[src/rtl/vga_fb_arbiter.sv]
// Framebuffer port arbiter: display reads win on active strobes, buffered
// UART writes fill the free slots, read data returns with a fixed 2-edge latency.
module vga_fb_arbiter #(
  parameter int ADDR_W      = 15,
  parameter int DATA_W      = 12,
  parameter bit VBLANK_ONLY = 1'b0
) (
  input  logic              clk,
  input  logic              rst_n,
  input  logic              pix_ce,
  input  logic              disp_active,
  input  logic              vblank,
  input  logic [ADDR_W-1:0] disp_addr,
  output logic [DATA_W-1:0] disp_pixel,
  input  logic              wr_valid,
  output logic              wr_ready,
  input  logic [ADDR_W-1:0] wr_addr,
  input  logic [DATA_W-1:0] wr_data,
  output logic              wr_done,
  output logic [15:0]       stall_cnt,
  output logic              ram_en,
  output logic              ram_we,
  output logic [ADDR_W-1:0] ram_addr,
  output logic [DATA_W-1:0] ram_wdata,
  input  logic [DATA_W-1:0] ram_rdata
);

  typedef enum logic [1:0] {
    TAG_IDLE,
    TAG_RD,
    TAG_BLANK,
    TAG_WR
  } tag_e;

  logic              wr_ready_q, wr_ready_d;
  logic              hold_full_q, hold_full_d;
  logic [ADDR_W-1:0] hold_addr_q, hold_addr_d;
  logic [DATA_W-1:0] hold_data_q, hold_data_d;
  tag_e              tag0_q, tag0_d;
  tag_e              tag1_q, tag1_d;
  logic [DATA_W-1:0] disp_pixel_q, disp_pixel_d;
  logic              wr_done_q, wr_done_d;
  logic [15:0]       stall_cnt_q, stall_cnt_d;
  logic              ram_en_q, ram_en_d;
  logic              ram_we_q, ram_we_d;
  logic [ADDR_W-1:0] ram_addr_q, ram_addr_d;
  logic [DATA_W-1:0] ram_wdata_q, ram_wdata_d;

  logic accept;
  logic rd_slot;
  logic blank_slot;
  logic wr_slot;

  assign accept     = wr_valid && wr_ready_q;
  assign rd_slot    = pix_ce && disp_active;
  assign blank_slot = pix_ce && !disp_active;
  assign wr_slot    = !pix_ce && hold_full_q
                   && (!VBLANK_ONLY || vblank);

  always_comb begin
    hold_full_d  = hold_full_q;
    hold_addr_d  = hold_addr_q;
    hold_data_d  = hold_data_q;
    tag0_d       = TAG_IDLE;
    tag1_d       = tag0_q;
    disp_pixel_d = disp_pixel_q;
    wr_done_d    = 1'b0;
    stall_cnt_d  = stall_cnt_q;
    ram_en_d     = 1'b0;
    ram_we_d     = 1'b0;
    ram_addr_d   = ram_addr_q;
    ram_wdata_d  = ram_wdata_q;

    unique case (1'b1)
      rd_slot: begin
        ram_en_d   = 1'b1;
        ram_addr_d = disp_addr;
        tag0_d     = TAG_RD;
      end
      blank_slot: begin
        tag0_d = TAG_BLANK;
      end
      wr_slot: begin
        ram_en_d    = 1'b1;
        ram_we_d    = 1'b1;
        ram_addr_d  = hold_addr_q;
        ram_wdata_d = hold_data_q;
        wr_done_d   = 1'b1;
        hold_full_d = 1'b0;
        tag0_d      = TAG_WR;
      end
      default: ;
    endcase

    // Accept only happens while the buffer is empty, so it never races a commit.
    if (accept) begin
      hold_full_d = 1'b1;
      hold_addr_d = wr_addr;
      hold_data_d = wr_data;
    end
    wr_ready_d = !hold_full_d;

    if (wr_valid && !wr_ready_q && stall_cnt_q != 16'hFFFF)
      stall_cnt_d = stall_cnt_q + 16'd1;

    unique case (tag1_q)
      TAG_RD:    disp_pixel_d = ram_rdata;
      TAG_BLANK: disp_pixel_d = '0;
      default: ;
    endcase
  end

  always_ff @(posedge clk or negedge rst_n) begin
    if (!rst_n) begin
      wr_ready_q   <= 1'b0;
      hold_full_q  <= 1'b0;
      hold_addr_q  <= '0;
      hold_data_q  <= '0;
      tag0_q       <= TAG_IDLE;
      tag1_q       <= TAG_IDLE;
      disp_pixel_q <= '0;
      wr_done_q    <= 1'b0;
      stall_cnt_q  <= '0;
      ram_en_q     <= 1'b0;
      ram_we_q     <= 1'b0;
      ram_addr_q   <= '0;
      ram_wdata_q  <= '0;
    end else begin
      wr_ready_q   <= wr_ready_d;
      hold_full_q  <= hold_full_d;
      hold_addr_q  <= hold_addr_d;
      hold_data_q  <= hold_data_d;
      tag0_q       <= tag0_d;
      tag1_q       <= tag1_d;
      disp_pixel_q <= disp_pixel_d;
      wr_done_q    <= wr_done_d;
      stall_cnt_q  <= stall_cnt_d;
      ram_en_q     <= ram_en_d;
      ram_we_q     <= ram_we_d;
      ram_addr_q   <= ram_addr_d;
      ram_wdata_q  <= ram_wdata_d;
    end
  end

  assign wr_ready   = wr_ready_q;
  assign disp_pixel = disp_pixel_q;
  assign wr_done    = wr_done_q;
  assign stall_cnt  = stall_cnt_q;
  assign ram_en     = ram_en_q;
  assign ram_we     = ram_we_q;
  assign ram_addr   = ram_addr_q;
  assign ram_wdata  = ram_wdata_q;

endmodule
[config.mk]
export PLATFORM = sky130hd
export DESIGN_NAME = vga_fb_arbiter
export DESIGN_NICKNAME = d
export VERILOG_FILES = /design/src/rtl/vga_fb_arbiter.sv
export SDC_FILE = /design/constraint.sdc
export NUM_CORES = 1
export LEC_CHECK = 0
export BUFFER_PORTS_ARGS = -buffer_cell sky130_fd_sc_hd__buf_4
export CAP_MARGIN = 20
export CORE_UTILIZATION = 51
export DETAILED_ROUTE_END_ITERATION = 10
export HOLD_SLACK_MARGIN = 0.05
export PLACE_DENSITY_LB_ADDON = 0.2
export REMOVE_ABC_BUFFERS = 1
export SLEW_MARGIN = 20
export SYNTH_ARGS = -nofsm -noshare
export SYNTH_HDL_FRONTEND = slang
export SYNTH_SLANG_ARGS = --single-unit
export TNS_END_PERCENT = 10
[constraint.sdc]
create_clock -name clk -period 1.9 [get_ports clk]
set_input_delay 0.38 -clock clk [delete_from_list [all_inputs] [get_ports clk]]
set_output_delay 0.38 -clock clk [all_outputs]
set_load 0.03 [all_outputs]
## Word level (Yosys, flattened, before mapping)

Index checks and enable logic that the tools add are counted.

- Add/subtract/negate cells: 1
- Reduce and logical (&&, ||, !) cells: 13
- Mux-type cells: 7
- Eq/ne operators: 3

Operator list:

| operator | number |
|---|---|
| $pmux W15 S2 | 1 |
| $pmux W12 S2 | 1 |
| $add A16 B1 Y16 const B | 1 |
| $ne A16 B16 Y1 const B | 1 |
| $logic_and A1 B1 Y1 | 6 |
| $pmux W2 S3 | 1 |
| $logic_not A1 Y1 | 4 |
| $mux W1 | 4 |
| $reduce_bool A2 Y1 | 2 |
| $eq A2 B1 Y1 const B | 1 |
| $eq A2 B2 Y1 const B | 1 |
| $reduce_or A2 Y1 | 1 |

- Input port bits: 60
- Register bits after elaboration: 90
- Logic and storage cells: 36

## Logic depth before layout (Yosys ltp)

- Word-level depth: 5
- Mapped depth: 5
- Depth with buffers taken out: 5

## Least setup slack after synthesis

Ideal clock, no wire load.

- Kind: register to register
- From: register stall_cnt_q[0], in the netlist stall_cnt[0]
- To: register stall_cnt_q[1], in the netlist stall_cnt[1]
- Slack: 0.056 ns
- Clock period less this slack: 1.844 ns
- Setup time: 0.125 ns
- Data arrival time: 1.719 ns
- Cell stages (with the launch flop): 6
- Cells stage by stage: dfrtp_1 ha_1 nand3_4 nor4_2 nor2_2 mux2_4

- Word-level cells in the longest chain between the ends: 2
- Elaborated cells between the ends (all ways): 3
- Those cells by class: add/sub: 1; eq/ne: 1; reduce/logical: 1

RTL lines:

| what | line | text |
|---|---|---|
| start, declared | 43 | `logic [15:0] stall_cnt_q, stall_cnt_d;` |
| start signal, assigned | 137 | `stall_cnt_q <= stall_cnt_d;` |
| branches (longest 2 deep; another with $add A16 B1 Y16) | - |  |

Several ways; the timed one is not identified.
A chain may end at the register's enable or synchronous reset.

## Worst setup path after layout

Ends and elaborated chain as after synthesis.

==> impl_metrics.csv <==
group,metric,value,unit
outcome,status,"complete, no violations",
place,placed_cells,502,
sta,post-route-min-period,1.79,ns
setup_path,end_kind,"flip-flop",
clocking,clkTransAtPathRegs,0.09,ns
setup_path,worstPathCellList,"ha_1, nand3_4, nor4_2, nor2_2, mux2_4",
detailed_routing,drcViolationCount,0,
floorplan,dieArea,0.00768,mm2
power,swShare,35.2,%
global_routing,grt.total_usage,21.2,%
yosys,ys_types,36,
power,power.internal,3.99,mW
power,combPwrFrac,33.6,%
power,powerDensity,1230,mW/mm2
clocking,hold_buffers,1,
sta,rsz0062_at_grt,"no",
cells_and_area,num-nets-final,480,
sta,hold_violations,0,
clocking,cts_resized,0,
yosys,synth_seq_cells,89,
worst_hold_path,hp-class,"input port to flip-flop",
power,cellLeakagePower,2.35,nW
yosys,avgSynthCellArea,12.8,um2
global_routing,grt_overflow,0,
floorplan,coreArea,0.00694,mm2
power,p_switching,2.16,mW
detailed_routing,wire_per_inst,14.5,um
cells_and_area,nFillCells,533,
job,cap_violations,0,
place,place_ws,0.116,ns
sta,worst_slew_pin_slew,0.587,ns
clocking,cts-htree-levels,3,
detailed_routing,drt_first_pass_iters,4,
sta,maxSlewHeadroom,60.9,%
yosys,syn_area,0.00374,mm2
setup_path,slowest_delay,0.45,ns
place,globalplace.congestion,0.743,
clocking,cts_setup_buffers,0,
floorplan,fp-row-count,30,
sta,final.setup_skew,0.00981,ns
sta,maxClockFrequency,0.558,GHz
setup_path,critPathLaunchType,"flip-flop",
clocking,clock_latency,0.35,ns
detailed_routing,routed_via_density,5.05,
clocking,cts_root_buf,"clkbuf_8",
cells_and_area,final_layout_size_suffix_gt1_share,46.8,%
global_routing,antenna_found_initial,0,
power,p_total,6.15,mW
floorplan,ioPinCount,119,
clocking,cts_buffers,9,
cells_and_area,syn2layout_area_growth,33.7,%
setup_path,slowest_stage,"nor4_2",
yosys,ys_warn_count,0,
detailed_routing,drtAntennaViolNets,0,
power,clock_power_share,22.8,%
detailed_routing,num_vias,2623,
setup_path,worst_ep_required_time,2.14,ns
sta,maxSlewViolCount,0,
power,seqPwrFrac,43.6,%
place,hpwl,5470,um
floorplan,start_util,53.9,%
sta,setup_viol,0,
detailed_routing,drt-initial-drc-count,64,
cells_and_area,antenna-diode-count,0,
yosys,netlist_instances,292,
clocking,cts_tree,"done",
place,portBuffers,117,
global_routing,grt_start_max_net_pins,50,
cells_and_area,layout.area.seq,0.00223,mm2
global_routing,grt_pass1_vias,2679,
cells_and_area,final_cells,519,
floorplan,die_h,87.7,um
setup_path,critical_path_arrival,2.03,ns
setup_path,crit_type,"flip-flop to flip-flop",
sta,finalCritPeriodShare,94.3,%
clocking,cts_num_sinks,89,
detailed_routing,routed_wl,7510,um
clocking,clock_path_buffers,2,
floorplan,die_x,87.7,um
global_routing,grt_pass1_wl,12300,um
power,ir_drop,0.659,mV
setup_path,crit_fanout,5,
sta,setup_ws,0.108,ns
yosys,seq_area_frac_synth,59.5,%
cells_and_area,multiInputGateArea,0.00146,mm2
critical path, delay by kind of cell (launching register included):
kind / cells / cell delay [ns]
DFF: 1 / 0.43
and+or+nand+nor: 3 / 0.68
muxes: 1 / 0.31
adders and majority gates: 1 / 0.26
cells in the final DEF (no fill, tap or decap), types with 3 or more instances in the layout:
cell type,instances
nand3_1,3
nor2_1,6
mux2i_1,15
nand2_1,34
a21oi_1,6
xor2_1,11
dfrtp_1,89
nand2b_1,13
inv_1,4
clkbuf_8,9
o21ai_0,27
buf_4,125
nor3_1,3
mux2_2,39
per-stage QoR:
step	instance area (um2)	util (%)	hold slack, ns	TNS, ns
2_1_floorplan	3690	-	0.0844	-28.08
3_5_place_dp	4780	68.8	0.285	0
6_report	5000	72.1	0.216	0
5_1_grt	5000	72.1	0.205	0
3_3_place_gp	4780	68.8	0.282	0
4_1_cts	5000	72.1	0.207	0
area by class of cell:
class,instances,share of cell area [%]
timing repair buffer,127,19.4
tap,96,2.40
multi-input combinational,187,29.1
clock buffer,9,2.48
clock inverter,7,1.88
inverter,4,0.300
sequential,89,44.5
logic make-up after synthesis:
logic type               synth area share [%]
flip-flops                               59.5
AND/OR/NAND/NOR                          13.3
multiplexers                             16.1
AO/OA/AOI/OAI                            5.68
buffers and inverters                    1.87
XOR/XNOR                                 2.81
adder cells (fa/ha/maj)                 0.669
final timing paths:
check                                          from                    endpoint  slack (ns)  cells past startpoint
setup reg to reg           stall_cnt[0]$_DFFE_PN0P_    stall_cnt[1]$_DFFE_PN0P_        0.11                      5
min in group asynchronous                     rst_n   disp_pixel[5]$_DFFE_PN0P_        0.46                      2
hold reg to reg                 tag0_q[1]$_DFF_PN0_         tag1_q[1]$_DFF_PN0_        0.35                      0
max in group asynchronous                     rst_n  hold_addr_q[7]$_DFFE_PN0P_        0.86                      3
setup / recovery           stall_cnt[0]$_DFFE_PN0P_    stall_cnt[1]$_DFFE_PN0P_        0.11                      5
hold / removal                          disp_active         tag0_q[1]$_DFF_PN0_        0.22                      2
synth_stat cells:
| master | number | area share, % |
|---|---|---|
| a41oi_1 | 1 | 0.23 |
| nor2_1 | 6 | 0.60 |
| a31oi_1 | 1 | 0.17 |
| nor3_1 | 3 | 0.40 |
| nand4_2 | 2 | 0.67 |
| nor3b_1 | 1 | 0.20 |
| clkbuf_1 | 6 | 0.60 |
| nand2_1 | 34 | 3.4 |
| nand3_1 | 3 | 0.40 |
| nor4_4 | 1 | 0.57 |
| nand4_1 | 2 | 0.33 |
| buf_4 | 1 | 0.20 |
| nand3_4 | 1 | 0.47 |
| nand2b_1 | 13 | 2.2 |
| mux2_4 | 1 | 0.40 |
| o21ai_0 | 27 | 3.6 |
| and4b_1 | 1 | 0.27 |
| or2_4 | 1 | 0.23 |
| mux2_2 | 39 | 12 |
| inv_1 | 4 | 0.40 |
| a2111oi_4 | 1 | 0.74 |
| a21oi_1 | 7 | 0.94 |
| mux2i_1 | 15 | 4.0 |
| xor2_1 | 11 | 2.6 |
| nor2b_1 | 2 | 0.33 |
| buf_2 | 5 | 0.67 |
| nor4b_2 | 2 | 0.80 |
| nor2_2 | 2 | 0.33 |
| and4_4 | 1 | 0.30 |
| nor4_2 | 2 | 0.67 |
| nor4_1 | 2 | 0.33 |
| nand4_4 | 1 | 0.57 |
| nand4b_1 | 1 | 0.23 |
| ha_1 | 2 | 0.67 |
| xnor2_1 | 1 | 0.23 |
| dfrtp_1 | 89 | 60 |
power groups by stage:
| stage | Clock [mW] | Combinational, mW | Sequential [mW] |
|---|---|---|---|
| CTS | 1.44 | 2.10 | 2.68 |
| global placement | 0 | 2.05 | 2.69 |
| floorplan | 0 | 0.600 | 3.33 |
| detailed placement | 0 | 2.09 | 2.72 |
| global route | 1.52 | 2.22 | 2.75 |
| finish | 1.40 | 2.07 | 2.68 |
state kept, by name, summed over array words and instances (netlist names), 2 cells and up:
name / count
stall_cnt: 16
ram_wdata: 12
ram_addr: 15
tag1_q: 2
disp_pixel: 12
hold_addr_q: 15
hold_data_q: 12
tag0_q: 2
routing by layer:
metal	up-vias	wire, um	GRT usage (%)
met5	-	0	0
met4	0	110	8.20
met3	11	567	7.07
met2	83	3680	35.3
met1	1266	3150	25.6
li1	1263	-	-
(Power assumes the default switching activity.)
